**src/rtl/register_write_arbiter_if.sv**
```systemverilog
// Write-port bundle between the two writeback requesters, the register file and the read stage.
interface register_write_arbiter_if #(
    parameter int unsigned DATA_WIDTH = 32,
    parameter int unsigned ADDR_WIDTH = 5
);
    localparam int unsigned STALL_WIDTH = 8;

    logic                   Req0_Valid;
    logic [ADDR_WIDTH-1:0]  Req0_Register;
    logic [DATA_WIDTH-1:0]  Req0_Data;
    logic                   Req0_Ready;

    logic                   Req1_Valid;
    logic [ADDR_WIDTH-1:0]  Req1_Register;
    logic [DATA_WIDTH-1:0]  Req1_Data;
    logic                   Req1_Ready;

    logic                   RegWrite;
    logic [ADDR_WIDTH-1:0]  Write_Register;
    logic [DATA_WIDTH-1:0]  Write_Data;

    logic [ADDR_WIDTH-1:0]  Read_Register1;
    logic [ADDR_WIDTH-1:0]  Read_Register2;
    logic                   Bypass1;
    logic                   Bypass2;
    logic [DATA_WIDTH-1:0]  Bypass_Data;

    logic [STALL_WIDTH-1:0] Stall_Count;

    // Requesters and read stage side
    modport master (
        output Req0_Valid, Req0_Register, Req0_Data,
        output Req1_Valid, Req1_Register, Req1_Data,
        output Read_Register1, Read_Register2,
        input  Req0_Ready, Req1_Ready,
        input  RegWrite, Write_Register, Write_Data,
        input  Bypass1, Bypass2, Bypass_Data, Stall_Count
    );

    // Arbiter side
    modport slave (
        input  Req0_Valid, Req0_Register, Req0_Data,
        input  Req1_Valid, Req1_Register, Req1_Data,
        input  Read_Register1, Read_Register2,
        output Req0_Ready, Req1_Ready,
        output RegWrite, Write_Register, Write_Data,
        output Bypass1, Bypass2, Bypass_Data, Stall_Count
    );
endinterface

```
**src/rtl/register_write_arbiter.sv**
```systemverilog
// Round-robin arbiter merging ALU and load writebacks into one register-file write port,
// with same-cycle bypass flags and a saturating lost-arbitration counter.
module register_write_arbiter #(
    parameter int unsigned DATA_WIDTH = 32,
    parameter int unsigned ADDR_WIDTH = 5
) (
    input logic                    Clock,
    input logic                    Reset,
    register_write_arbiter_if.slave bus
);
    localparam int unsigned STALL_WIDTH = 8;
    localparam logic [STALL_WIDTH-1:0] STALL_MAX = '1;

    logic                   grant0_c;
    logic                   grant1_c;
    logic                   accept_c;
    logic                   stall_c;
    logic [ADDR_WIDTH-1:0]  sel_register_c;
    logic [DATA_WIDTH-1:0]  sel_data_c;

    // 1 when requester 1 won most recently; reset value hands priority to requester 0
    logic                   last_grant;
    logic                   regwrite_q;
    logic [ADDR_WIDTH-1:0]  write_register_q;
    logic [DATA_WIDTH-1:0]  write_data_q;
    logic [STALL_WIDTH-1:0] stall_count_q;

    // Grant: a lone requester always wins, contention goes to the one not granted last
    always_comb begin
        grant0_c = 1'b0;
        grant1_c = 1'b0;
        if (!Reset) begin
            grant0_c = bus.Req0_Valid && (!bus.Req1_Valid || last_grant);
            grant1_c = bus.Req1_Valid && (!bus.Req0_Valid || !last_grant);
        end
    end

    // Payload of the granted requester plus accept/stall qualifiers
    always_comb begin
        accept_c       = grant0_c || grant1_c;
        stall_c        = (bus.Req0_Valid && !grant0_c) || (bus.Req1_Valid && !grant1_c);
        sel_register_c = grant1_c ? bus.Req1_Register : bus.Req0_Register;
        sel_data_c     = grant1_c ? bus.Req1_Data     : bus.Req0_Data;
    end

    // Write stage: register 0 is accepted and latched but never enabled for writing
    always_ff @(posedge Clock) begin
        if (Reset) begin
            regwrite_q       <= 1'b0;
            write_register_q <= '0;
            write_data_q     <= '0;
            last_grant       <= 1'b1;
        end else begin
            regwrite_q <= accept_c && (sel_register_c != '0);
            if (accept_c) begin
                write_register_q <= sel_register_c;
                write_data_q     <= sel_data_c;
                last_grant       <= grant1_c;
            end
        end
    end

    // Saturating count of cycles in which a valid requester was refused
    always_ff @(posedge Clock) begin
        if (Reset) begin
            stall_count_q <= '0;
        end else if (stall_c && (stall_count_q != STALL_MAX)) begin
            stall_count_q <= stall_count_q + STALL_WIDTH'(1);
        end
    end

    assign bus.Req0_Ready     = grant0_c;
    assign bus.Req1_Ready     = grant1_c;
    assign bus.RegWrite       = regwrite_q;
    assign bus.Write_Register = write_register_q;
    assign bus.Write_Data     = write_data_q;
    assign bus.Bypass1        = regwrite_q && (write_register_q == bus.Read_Register1);
    assign bus.Bypass2        = regwrite_q && (write_register_q == bus.Read_Register2);
    assign bus.Bypass_Data    = write_data_q;
    assign bus.Stall_Count    = stall_count_q;
endmodule
```
**src/flat_wrapper.sv**
```systemverilog
// flat-port wrapper written by rule: the top's interface ports become plain ports
module register_write_arbiter_flat 
#(
    parameter int unsigned DATA_WIDTH = 32,
    parameter int unsigned ADDR_WIDTH = 5
)
  (Clock, Reset, bus_Req0_Valid, bus_Req0_Register, bus_Req0_Data, bus_Req1_Valid, bus_Req1_Register, bus_Req1_Data, bus_Read_Register1, bus_Read_Register2, bus_Req0_Ready, bus_Req1_Ready, bus_RegWrite, bus_Write_Register, bus_Write_Data, bus_Bypass1, bus_Bypass2, bus_Bypass_Data, bus_Stall_Count);
  register_write_arbiter_if #(.DATA_WIDTH(DATA_WIDTH), .ADDR_WIDTH(ADDR_WIDTH)) bus_i ();
  input logic Clock;
  input logic Reset;
  input wire logic [$bits(bus_i.Req0_Valid)-1:0] bus_Req0_Valid;
  input wire logic [$bits(bus_i.Req0_Register)-1:0] bus_Req0_Register;
  input wire logic [$bits(bus_i.Req0_Data)-1:0] bus_Req0_Data;
  input wire logic [$bits(bus_i.Req1_Valid)-1:0] bus_Req1_Valid;
  input wire logic [$bits(bus_i.Req1_Register)-1:0] bus_Req1_Register;
  input wire logic [$bits(bus_i.Req1_Data)-1:0] bus_Req1_Data;
  input wire logic [$bits(bus_i.Read_Register1)-1:0] bus_Read_Register1;
  input wire logic [$bits(bus_i.Read_Register2)-1:0] bus_Read_Register2;
  output wire logic [$bits(bus_i.Req0_Ready)-1:0] bus_Req0_Ready;
  output wire logic [$bits(bus_i.Req1_Ready)-1:0] bus_Req1_Ready;
  output wire logic [$bits(bus_i.RegWrite)-1:0] bus_RegWrite;
  output wire logic [$bits(bus_i.Write_Register)-1:0] bus_Write_Register;
  output wire logic [$bits(bus_i.Write_Data)-1:0] bus_Write_Data;
  output wire logic [$bits(bus_i.Bypass1)-1:0] bus_Bypass1;
  output wire logic [$bits(bus_i.Bypass2)-1:0] bus_Bypass2;
  output wire logic [$bits(bus_i.Bypass_Data)-1:0] bus_Bypass_Data;
  output wire logic [$bits(bus_i.Stall_Count)-1:0] bus_Stall_Count;
  assign bus_i.Req0_Valid = bus_Req0_Valid;
  assign bus_i.Req0_Register = bus_Req0_Register;
  assign bus_i.Req0_Data = bus_Req0_Data;
  assign bus_i.Req1_Valid = bus_Req1_Valid;
  assign bus_i.Req1_Register = bus_Req1_Register;
  assign bus_i.Req1_Data = bus_Req1_Data;
  assign bus_i.Read_Register1 = bus_Read_Register1;
  assign bus_i.Read_Register2 = bus_Read_Register2;
  assign bus_Req0_Ready = bus_i.Req0_Ready;
  assign bus_Req1_Ready = bus_i.Req1_Ready;
  assign bus_RegWrite = bus_i.RegWrite;
  assign bus_Write_Register = bus_i.Write_Register;
  assign bus_Write_Data = bus_i.Write_Data;
  assign bus_Bypass1 = bus_i.Bypass1;
  assign bus_Bypass2 = bus_i.Bypass2;
  assign bus_Bypass_Data = bus_i.Bypass_Data;
  assign bus_Stall_Count = bus_i.Stall_Count;
  register_write_arbiter #(.DATA_WIDTH(DATA_WIDTH), .ADDR_WIDTH(ADDR_WIDTH)) u_core (.Clock(Clock), .Reset(Reset), .bus(bus_i));
endmodule
```
**config.mk**
```make
export PLATFORM = sky130hd
export DESIGN_NAME = register_write_arbiter_flat
export DESIGN_NICKNAME = d
export VERILOG_FILES = /design/src/rtl/register_write_arbiter_if.sv /design/src/rtl/register_write_arbiter.sv /design/src/flat_wrapper.sv
export SDC_FILE = /design/constraint.sdc
export NUM_CORES = 1
export LEC_CHECK = 0
export BUFFER_PORTS_ARGS = -buffer_cell sky130_fd_sc_hd__buf_2
export CORE_ASPECT_RATIO = 0.8
export CORE_MARGIN = 3
export CORE_UTILIZATION = 42
export CTS_CLUSTER_DIAMETER = 50
export DETAILED_ROUTE_END_ITERATION = 8
export PLACE_DENSITY = 0.77
export SYNTH_ARGS = -nofsm -noshare
export SYNTH_HDL_FRONTEND = slang
export SYNTH_SLANG_ARGS = --single-unit
export TNS_END_PERCENT = 30
```
**constraint.sdc**
```tcl
create_clock -name Clock -period 1.7 [get_ports Clock]
set_input_delay 0.17 -clock Clock [delete_from_list [all_inputs] [get_ports Clock]]
set_output_delay 0.17 -clock Clock [all_outputs]
set_load 0.005 [all_outputs]
```
==> results of run 1 <==
## sequential cells by signal, summed over array words and instances, names as in the netlist
register	count
u_core.bus.Stall_Count	8
u_core.bus.Bypass_Data	32
u_core.last_grant	1
u_core.bus.RegWrite	1
u_core.bus.Write_Register	5
## per-stage QoR
step,hold slack (ns),area [um^2],worst slack (ns),util [%]
after floorplan,0.307,2500,0.370,-
after global placement,0.445,3210,0.344,57.1
after detailed placement,0.455,3210,0.288,57.1
after CTS,0.144,3310,0.0717,58.9
after global routing,0.172,3310,0.0170,59.0
final,0.155,3310,0.124,59.0
## what timing repair did
action,CTS,global route
gates resized for setup,0,1
hold endpoints to repair,0,0
setup endpoints to repair,0,1
## worst min path at each step
stage | from | endpoint | slack [ns] | depth (start not counted)
floorplan | bus_Req1_Valid | u_core.last_grant | 0.31 | 2
global placement | bus_Req1_Data[2] | u_core.bus.Bypass_Data[2] | 0.45 | 3
detailed placement | bus_Req1_Data[0] | u_core.bus.Bypass_Data[0] | 0.45 | 3
CTS | bus_Req1_Data[0] | u_core.bus.Bypass_Data[0] | 0.14 | 3
global route | bus_Req1_Data[5] | u_core.bus.Bypass_Data[5] | 0.17 | 3
finish | bus_Req1_Data[0] | u_core.bus.Bypass_Data[0] | 0.16 | 3
## kinds of logic (layout without fill, tap and decap cells)
family          after synthesis  count (layout)  share of synthesized area (%)
compound gates               46              46                           13.2
mux                          40              40                           16.0
simple gates                 73              73                           14.8
buf+inv                      52             187                           13.3
xor+xnor                     12              12                           4.20
flops                        47              47                           37.6
fa+ha+maj                     2               2                          0.950
## synth_stat cells
| cell type | number | area, um^2 |
|---|---|---|
| sky130_fd_sc_hd__o21ai_2 | 1 | 8.76 |
| sky130_fd_sc_hd__nand2_1 | 3 | 11.3 |
| sky130_fd_sc_hd__or4_1 | 1 | 7.51 |
| sky130_fd_sc_hd__nand3_1 | 2 | 10.0 |
| sky130_fd_sc_hd__nor3b_2 | 1 | 12.5 |
| sky130_fd_sc_hd__nor2_1 | 37 | 139 |
| sky130_fd_sc_hd__nand4_1 | 4 | 25.0 |
| sky130_fd_sc_hd__and3_1 | 3 | 18.8 |
| sky130_fd_sc_hd__xor2_1 | 10 | 87.6 |
| sky130_fd_sc_hd__mux2i_1 | 40 | 400 |
| sky130_fd_sc_hd__inv_1 | 3 | 11.3 |
| sky130_fd_sc_hd__nand2b_1 | 1 | 6.26 |
| sky130_fd_sc_hd__buf_2 | 5 | 25.0 |
| sky130_fd_sc_hd__buf_4 | 35 | 263 |
| sky130_fd_sc_hd__nor4_1 | 2 | 12.5 |
| sky130_fd_sc_hd__ha_1 | 1 | 12.5 |
| sky130_fd_sc_hd__nor3_1 | 4 | 20.0 |
| sky130_fd_sc_hd__a31oi_1 | 1 | 6.26 |
| sky130_fd_sc_hd__nor2_2 | 2 | 12.5 |
| sky130_fd_sc_hd__o2111a_1 | 2 | 22.5 |
| sky130_fd_sc_hd__o21ai_0 | 8 | 40.0 |
| sky130_fd_sc_hd__nor2b_1 | 1 | 6.26 |
| sky130_fd_sc_hd__xnor2_1 | 2 | 17.5 |
| sky130_fd_sc_hd__a311oi_1 | 1 | 8.76 |
| sky130_fd_sc_hd__or2_0 | 1 | 6.26 |
| sky130_fd_sc_hd__and2_1 | 1 | 6.26 |
| sky130_fd_sc_hd__nor3b_1 | 1 | 7.51 |
| sky130_fd_sc_hd__maj3_2 | 1 | 11.3 |
| sky130_fd_sc_hd__dfxtp_1 | 47 | 941 |
| sky130_fd_sc_hd__a211oi_1 | 31 | 233 |
| sky130_fd_sc_hd__a21oi_1 | 2 | 10.0 |
| sky130_fd_sc_hd__nand3b_1 | 8 | 60.1 |
| sky130_fd_sc_hd__clkbuf_1 | 9 | 33.8 |
| sky130_fd_sc_hd__and2b_1 | 1 | 7.51 |
## where the power goes
group          leakage [nW]  switching (W)  internal [W]
combinational          1.40       0.000252      0.000289
clock                0.0515       0.000346      0.000371
sequential            0.389      0.0000645       0.00118
## layout make-up
type | count | area (um^2)
tap | 78 | 97.6
fill | 517 | 2300
multi-input combinational | 173 | 1240
inverter | 3 | 11.3
clock buffer | 8 | 100
sequential | 47 | 941
timing repair buffer | 176 | 923
## tightest hold or removal path: stages
cell,delay [ns]
sky130_fd_sc_hd__buf_2,0.08
sky130_fd_sc_hd__mux2i_1,0.05
sky130_fd_sc_hd__o21ai_0,0.12
## routing by layer
layer  wire [um]  vias up  part of all wire, %  track usage [%]
met5           0        -                    0                0
met1        2490     1043                   40             20.0
li1            -     1202                    -                -
met4          21        0                 0.34             3.79
met2        3150      108                   50             33.3
met3         592        2                  9.5             5.19
==> run_summary.xml, run 1 <==
<?xml version="1.0" encoding="UTF-8"?>
<metrics>
  <group name="run_status">
    <metric name="run_status" unit="">complete, no violations</metric>
  </group>
  <group name="setup_path">
    <metric name="worst_setup_path_startpoint" unit="">u_core.bus.Write_Register[1]</metric>
    <metric name="r2r_start" unit="">u_core.bus.Stall_Count[1]</metric>
    <metric name="critical-path-top-delay-family" unit="">simple AND/OR/NAND/NOR gates</metric>
    <metric name="required" unit="ns">1.53</metric>
    <metric name="cp_slowest_stage_delay" unit="ns">0.36</metric>
    <metric name="critical_path_arrival" unit="ns">1.41</metric>
    <metric name="r2r.worst_path.cells" unit="">5</metric>
    <metric name="crit_path_end" unit="">bus_Bypass1</metric>
    <metric name="timing.critical_path.cells" unit="">xor2_1 -&gt; nor4_2 -&gt; and3_1 -&gt; buf_2</metric>
    <metric name="worst_setup_ep_type" unit="">primary output</metric>
    <metric name="cp.depth" unit="">4</metric>
    <metric name="r2r-end" unit="">u_core.bus.Stall_Count[6]</metric>
    <metric name="critical_path_buf_inv_count" unit="">1</metric>
    <metric name="timing.critical_path.slowest_stage_cell" unit="">sky130_fd_sc_hd__dfxtp_1</metric>
    <metric name="crit_path_max_fanout" unit="">4</metric>
    <metric name="regToRegSetupSlack" unit="ns">0.28</metric>
    <metric name="timing_worst_setup_path_type" unit="">reg2out</metric>
    <metric name="cp-start-kind" unit="">flop</metric>
  </group>
  <group name="die">
    <metric name="io-pin-count" unit="">170</metric>
    <metric name="fp-row-count" unit="">24</metric>
    <metric name="die_y" unit="um">75.0</metric>
    <metric name="floorplan.core_area" unit="um^2">5620</metric>
    <metric name="floorplan.die.width" unit="um">92.3</metric>
    <metric name="floorplan_die_area" unit="um^2">6920</metric>
    <metric name="initial_utilization" unit="%">44.5</metric>
  </group>
  <group name="yosys">
    <metric name="seq_area_frac_synth" unit="%">37.6</metric>
    <metric name="mappedNetlistNets" unit="">361</metric>
    <metric name="synth.ff_latch_count" unit="">47</metric>
    <metric name="synth.distinct_cells" unit="">34</metric>
    <metric name="mappedNetlistArea" unit="um^2">2500</metric>
    <metric name="ys.warnings.count" unit="">0</metric>
    <metric name="synth_area_per_cell" unit="um^2">9.20</metric>
    <metric name="syn-instance-count" unit="">272</metric>
  </group>
  <group name="global_routing">
    <metric name="grt_max_degree" unit="">61</metric>
    <metric name="grt_first_pass_wirelength" unit="um">9960</metric>
    <metric name="first_global_vias" unit="">2224</metric>
    <metric name="grt.total_usage" unit="%">17.6</metric>
    <metric name="grt_antenna_before_repair" unit="">0</metric>
    <metric name="grt_remaining_overflow" unit="">0</metric>
  </group>
  <group name="placement">
    <metric name="dpl.hpwl" unit="um">5030</metric>
    <metric name="post-place-cells" unit="">477</metric>
    <metric name="gp_congestion" unit="">0.727</metric>
    <metric name="port-buffer-count" unit="">169</metric>
  </group>
  <group name="detailed_routing">
    <metric name="route.detailed.wl_per_inst" unit="um">12.9</metric>
    <metric name="via_count" unit="">2355</metric>
    <metric name="viasPerCell" unit="">4.86</metric>
    <metric name="drtIter0Drc" unit="">70</metric>
    <metric name="detail-route-antenna-nets" unit="">0</metric>
    <metric name="firstDrtPassIters" unit="">4</metric>
    <metric name="remaining_drc_errors" unit="">0</metric>
    <metric name="wirelength" unit="um">6250</metric>
  </group>
  <group name="clock_network">
    <metric name="cts_setup_buffers" unit="">0</metric>
    <metric name="ctsHoldBuffers" unit="">0</metric>
    <metric name="ctsHtreeMaxLevel" unit="">2</metric>
    <metric name="clkTransAtPathRegs" unit="ns">0.08</metric>
    <metric name="cts_inserted_buffers" unit="">5</metric>
    <metric name="numClockSinks" unit="">47</metric>
    <metric name="worstSkewPairLatency" unit="ns">0.29</metric>
    <metric name="clock_tree.root_cell" unit="">sky130_fd_sc_hd__clkbuf_8</metric>
    <metric name="ctsLongestPathBuffers" unit="">2</metric>
    <metric name="tritoncts_clock_tree" unit="">done</metric>
  </group>
  <group name="sta">
    <metric name="worst_max_slew_pin_slew" unit="ns">0.413</metric>
    <metric name="final-max-slew-violation-count" unit="">0</metric>
    <metric name="relSlewSlack" unit="%">72.5</metric>
    <metric name="final_critical_delay_including_setup_and_external_delays" unit="ns">1.58</metric>
    <metric name="timing.clock.skew" unit="ns">0.00464</metric>
    <metric name="hold_viol" unit="">0</metric>
    <metric name="timing.setup.tns" unit="ns">0</metric>
    <metric name="final_setup_violations" unit="">0</metric>
    <metric name="max_clock_freq" unit="MHz">634</metric>
    <metric name="min_period_over_period" unit="%">92.7</metric>
    <metric name="rsz_0062_raised_after_global_routing" unit="">false</metric>
  </group>
  <group name="pwr">
    <metric name="leakage" unit="nW">1.84</metric>
    <metric name="power_per_cell_area" unit="nW/um^2">756</metric>
    <metric name="peakVddDrop" unit="V">0.000435</metric>
    <metric name="tot_pwr" unit="W">0.00250</metric>
  </group>
  <group name="run">
    <metric name="maxCapViolCount" unit="">0</metric>
  </group>
  <group name="hold_path">
    <metric name="timing.hold.worst.class" unit="">in2reg</metric>
  </group>
  <group name="finish">
    <metric name="n_antenna_cell" unit="">0</metric>
    <metric name="final_nets" unit="">495</metric>
    <metric name="layout-area-overhead-vs-synth" unit="%">32.4</metric>
    <metric name="most_common_cell_after_layout_fill_and_taps_aside" unit="">sky130_fd_sc_hd__buf_2</metric>
    <metric name="drive_above_1_share" unit="%">46.4</metric>
    <metric name="layout_common_cells" unit="">169 x sky130_fd_sc_hd__buf_2, 47 x sky130_fd_sc_hd__dfxtp_1, 40 x sky130_fd_sc_hd__mux2i_1</metric>
    <metric name="fin_cells" unit="">485</metric>
  </group>
</metrics>
Power figures use the tool's default switching activity.
==> run 2: changes to the inputs <==
Settings changed: RECOVER_POWER set to 50.
==> run_summary.xml, run 2 (same netlist as run 1, synthesis figures left out) <==
<?xml version="1.0" encoding="UTF-8"?>
<metrics>
  <group name="die">
    <metric name="floorplan.core_area" unit="um^2">5620</metric>
    <metric name="floorplan_die_area" unit="um^2">6920</metric>
    <metric name="die_y" unit="um">75.0</metric>
    <metric name="fp-row-count" unit="">24</metric>
    <metric name="initial_utilization" unit="%">44.5</metric>
    <metric name="floorplan.die.width" unit="um">92.3</metric>
    <metric name="io-pin-count" unit="">170</metric>
  </group>
  <group name="clock_network">
    <metric name="numClockSinks" unit="">47</metric>
    <metric name="ctsLongestPathBuffers" unit="">2</metric>
    <metric name="clock_tree.root_cell" unit="">sky130_fd_sc_hd__clkbuf_8</metric>
    <metric name="ctsHoldBuffers" unit="">0</metric>
    <metric name="cts_setup_buffers" unit="">0</metric>
    <metric name="cts_inserted_buffers" unit="">5</metric>
    <metric name="worstSkewPairLatency" unit="ns">0.28</metric>
    <metric name="tritoncts_clock_tree" unit="">done</metric>
    <metric name="clkTransAtPathRegs" unit="ns">0.08</metric>
    <metric name="ctsHtreeMaxLevel" unit="">2</metric>
  </group>
  <group name="finish">
    <metric name="most_common_cell_after_layout_fill_and_taps_aside" unit="">sky130_fd_sc_hd__buf_2</metric>
    <metric name="drive_above_1_share" unit="%">38.6</metric>
    <metric name="fin_cells" unit="">485</metric>
    <metric name="layout_common_cells" unit="">137 x sky130_fd_sc_hd__buf_2, 47 x sky130_fd_sc_hd__dfxtp_1, 40 x sky130_fd_sc_hd__mux2i_1</metric>
    <metric name="largest_register_ff_count" unit="">32</metric>
    <metric name="final_nets" unit="">495</metric>
    <metric name="n_antenna_cell" unit="">0</metric>
    <metric name="layout-area-overhead-vs-synth" unit="%">30.8</metric>
  </group>
  <group name="run_status">
    <metric name="run_status" unit="">complete, no violations</metric>
  </group>
  <group name="setup_path">
    <metric name="required" unit="ns">1.53</metric>
    <metric name="r2r.worst_path.cells" unit="">5</metric>
    <metric name="r2r_start" unit="">u_core.bus.Stall_Count[1]</metric>
    <metric name="regToRegSetupSlack" unit="ns">0.28</metric>
    <metric name="crit_path_max_fanout" unit="">4</metric>
    <metric name="cp-start-kind" unit="">flop</metric>
    <metric name="critical_path_arrival" unit="ns">1.41</metric>
    <metric name="r2r-end" unit="">u_core.bus.Stall_Count[6]</metric>
    <metric name="worst_setup_ep_type" unit="">primary output</metric>
    <metric name="timing_worst_setup_path_type" unit="">reg2out</metric>
  </group>
  <group name="hold_path">
    <metric name="timing.hold.worst.class" unit="">in2reg</metric>
    <metric name="hold_path_startpoint" unit="">bus_Req1_Data[0]</metric>
    <metric name="min_path_cells" unit="">3</metric>
    <metric name="worst_hold_path.endpoint" unit="">u_core.bus.Bypass_Data[0]</metric>
  </group>
  <group name="sta">
    <metric name="pnr_worst_setup_slack" unit="ns">0.124</metric>
    <metric name="worst_max_slew_pin_slew" unit="ns">0.413</metric>
    <metric name="min_period_over_period" unit="%">92.7</metric>
    <metric name="relSlewSlack" unit="%">72.5</metric>
    <metric name="rsz_0062_raised_after_global_routing" unit="">false</metric>
    <metric name="timing.clock.skew" unit="ns">0.00461</metric>
    <metric name="final-max-slew-violation-count" unit="">0</metric>
    <metric name="final_critical_delay_including_setup_and_external_delays" unit="ns">1.58</metric>
    <metric name="max_clock_freq" unit="MHz">634</metric>
    <metric name="timing.setup.tns" unit="ns">0</metric>
    <metric name="hold_viol" unit="">0</metric>
    <metric name="final_setup_violations" unit="">0</metric>
  </group>
  <group name="global_routing">
    <metric name="first_global_vias" unit="">2224</metric>
    <metric name="grt_max_degree" unit="">61</metric>
    <metric name="grt_antenna_before_repair" unit="">0</metric>
    <metric name="grt_first_pass_wirelength" unit="um">9960</metric>
    <metric name="grt_remaining_overflow" unit="">0</metric>
    <metric name="grt.total_usage" unit="%">17.6</metric>
  </group>
  <group name="pwr">
    <metric name="leakage" unit="nW">1.72</metric>
    <metric name="p_sw" unit="W">0.000663</metric>
    <metric name="p_clk_share" unit="%">28.8</metric>
    <metric name="p_sw_share" unit="%">26.6</metric>
    <metric name="power_per_cell_area" unit="nW/um^2">761</metric>
    <metric name="power.internal" unit="W">0.00183</metric>
    <metric name="peakVddDrop" unit="V">0.000438</metric>
    <metric name="power.sequential.fraction" unit="%">50.1</metric>
    <metric name="power.share.combinational" unit="%">21.2</metric>
  </group>
  <group name="detailed_routing">
    <metric name="firstDrtPassIters" unit="">4</metric>
    <metric name="route.detailed.wl_per_inst" unit="um">12.9</metric>
    <metric name="remaining_drc_errors" unit="">0</metric>
    <metric name="viasPerCell" unit="">4.86</metric>
    <metric name="detail-route-antenna-nets" unit="">0</metric>
    <metric name="wirelength" unit="um">6270</metric>
    <metric name="drtIter0Drc" unit="">65</metric>
    <metric name="via_count" unit="">2357</metric>
  </group>
  <group name="placement">
    <metric name="gp_congestion" unit="">0.727</metric>
    <metric name="place_ws" unit="ns">0.288</metric>
    <metric name="post-place-cells" unit="">477</metric>
    <metric name="port-buffer-count" unit="">169</metric>
    <metric name="dpl.hpwl" unit="um">5030</metric>
  </group>
  <group name="run">
    <metric name="maxCapViolCount" unit="">0</metric>
  </group>
</metrics>
## run 2: changes by cell type in the layout (fill, tap and decap cells not counted)
cell                       before  now
sky130_fd_sc_hd__buf_1          0    1
sky130_fd_sc_hd__buf_2        169  137
sky130_fd_sc_hd__clkbuf_1       1   32
## run 2: per-layer routing
layer / wire, um / part of all wire (%) / vias to the layer above / track usage (%)
met5: 0 / 0 / - / 0
met4: 21 / 0.34 / 0 / 3.79
met3: 573 / 9.1 / 2 / 5.19
met2: 3140 / 50 / 113 / 33.3
met1: 2540 / 40 / 1042 / 20.0
li1: - / - / 1200 / -
## run 2: final cells by class
cell class | instances | area, um^2
Inverter | 3 | 11.3
Tap cell | 78 | 97.6
Sequential cell | 47 | 941
Multi-Input combinational cell | 173 | 1240
Clock buffer | 8 | 100
Timing Repair Buffer | 176 | 883
Fill cell | 534 | 2340
## run 2: worst max-delay path by stage
stage / endpoint / cells after the start / startpoint
after floorplan: u_core.bus.Stall_Count[6] / 5 / u_core.bus.Stall_Count[0]
after global placement: u_core.bus.Stall_Count[6] / 5 / u_core.bus.Stall_Count[0]
after detailed placement: u_core.bus.Stall_Count[6] / 5 / u_core.bus.Stall_Count[0]
after CTS: bus_Bypass1 / 4 / u_core.bus.Write_Register[1]
after global routing: bus_Bypass2 / 4 / u_core.bus.Write_Register[0]
final: bus_Bypass1 / 4 / u_core.bus.Write_Register[1]
## run 2: what timing repair did
item                       in CTS  in global routing
gates resized for setup         0                  1
hold endpoints to repair        0                  0
setup endpoints to repair       0                  1
## run 2: power by group through the flow
stage | clock (W) | sequential [W] | combinational (W)
after global placement | 0 | 0.00127 | 0.000534
after detailed placement | 0 | 0.00127 | 0.000546
final | 0.000716 | 0.00125 | 0.000527
after global routing | 0.000790 | 0.00126 | 0.000586
after CTS | 0.000749 | 0.00124 | 0.000547
after floorplan | 0 | 0.00127 | 0.000325
## run 2: stage by stage
step / power, W / cell area (um^2) / util [%] / hold WS (ns)
floorplan: 0.00160 / 2500 / - / 0.307
global placement: 0.00180 / 3210 / 57.1 / 0.445
detailed placement: 0.00182 / 3210 / 57.1 / 0.455
CTS: 0.00254 / 3310 / 58.9 / 0.144
global route: 0.00264 / 3270 / 58.3 / 0.172
finish: 0.00249 / 3270 / 58.3 / 0.156
## run 2: critical path, cell delays in order (launching register included)
cell and delay [ns]:
sky130_fd_sc_hd__dfxtp_1 0.36, sky130_fd_sc_hd__xor2_1 0.19, sky130_fd_sc_hd__nor4_2 0.27, sky130_fd_sc_hd__and3_1 0.19
sky130_fd_sc_hd__buf_2 0.11
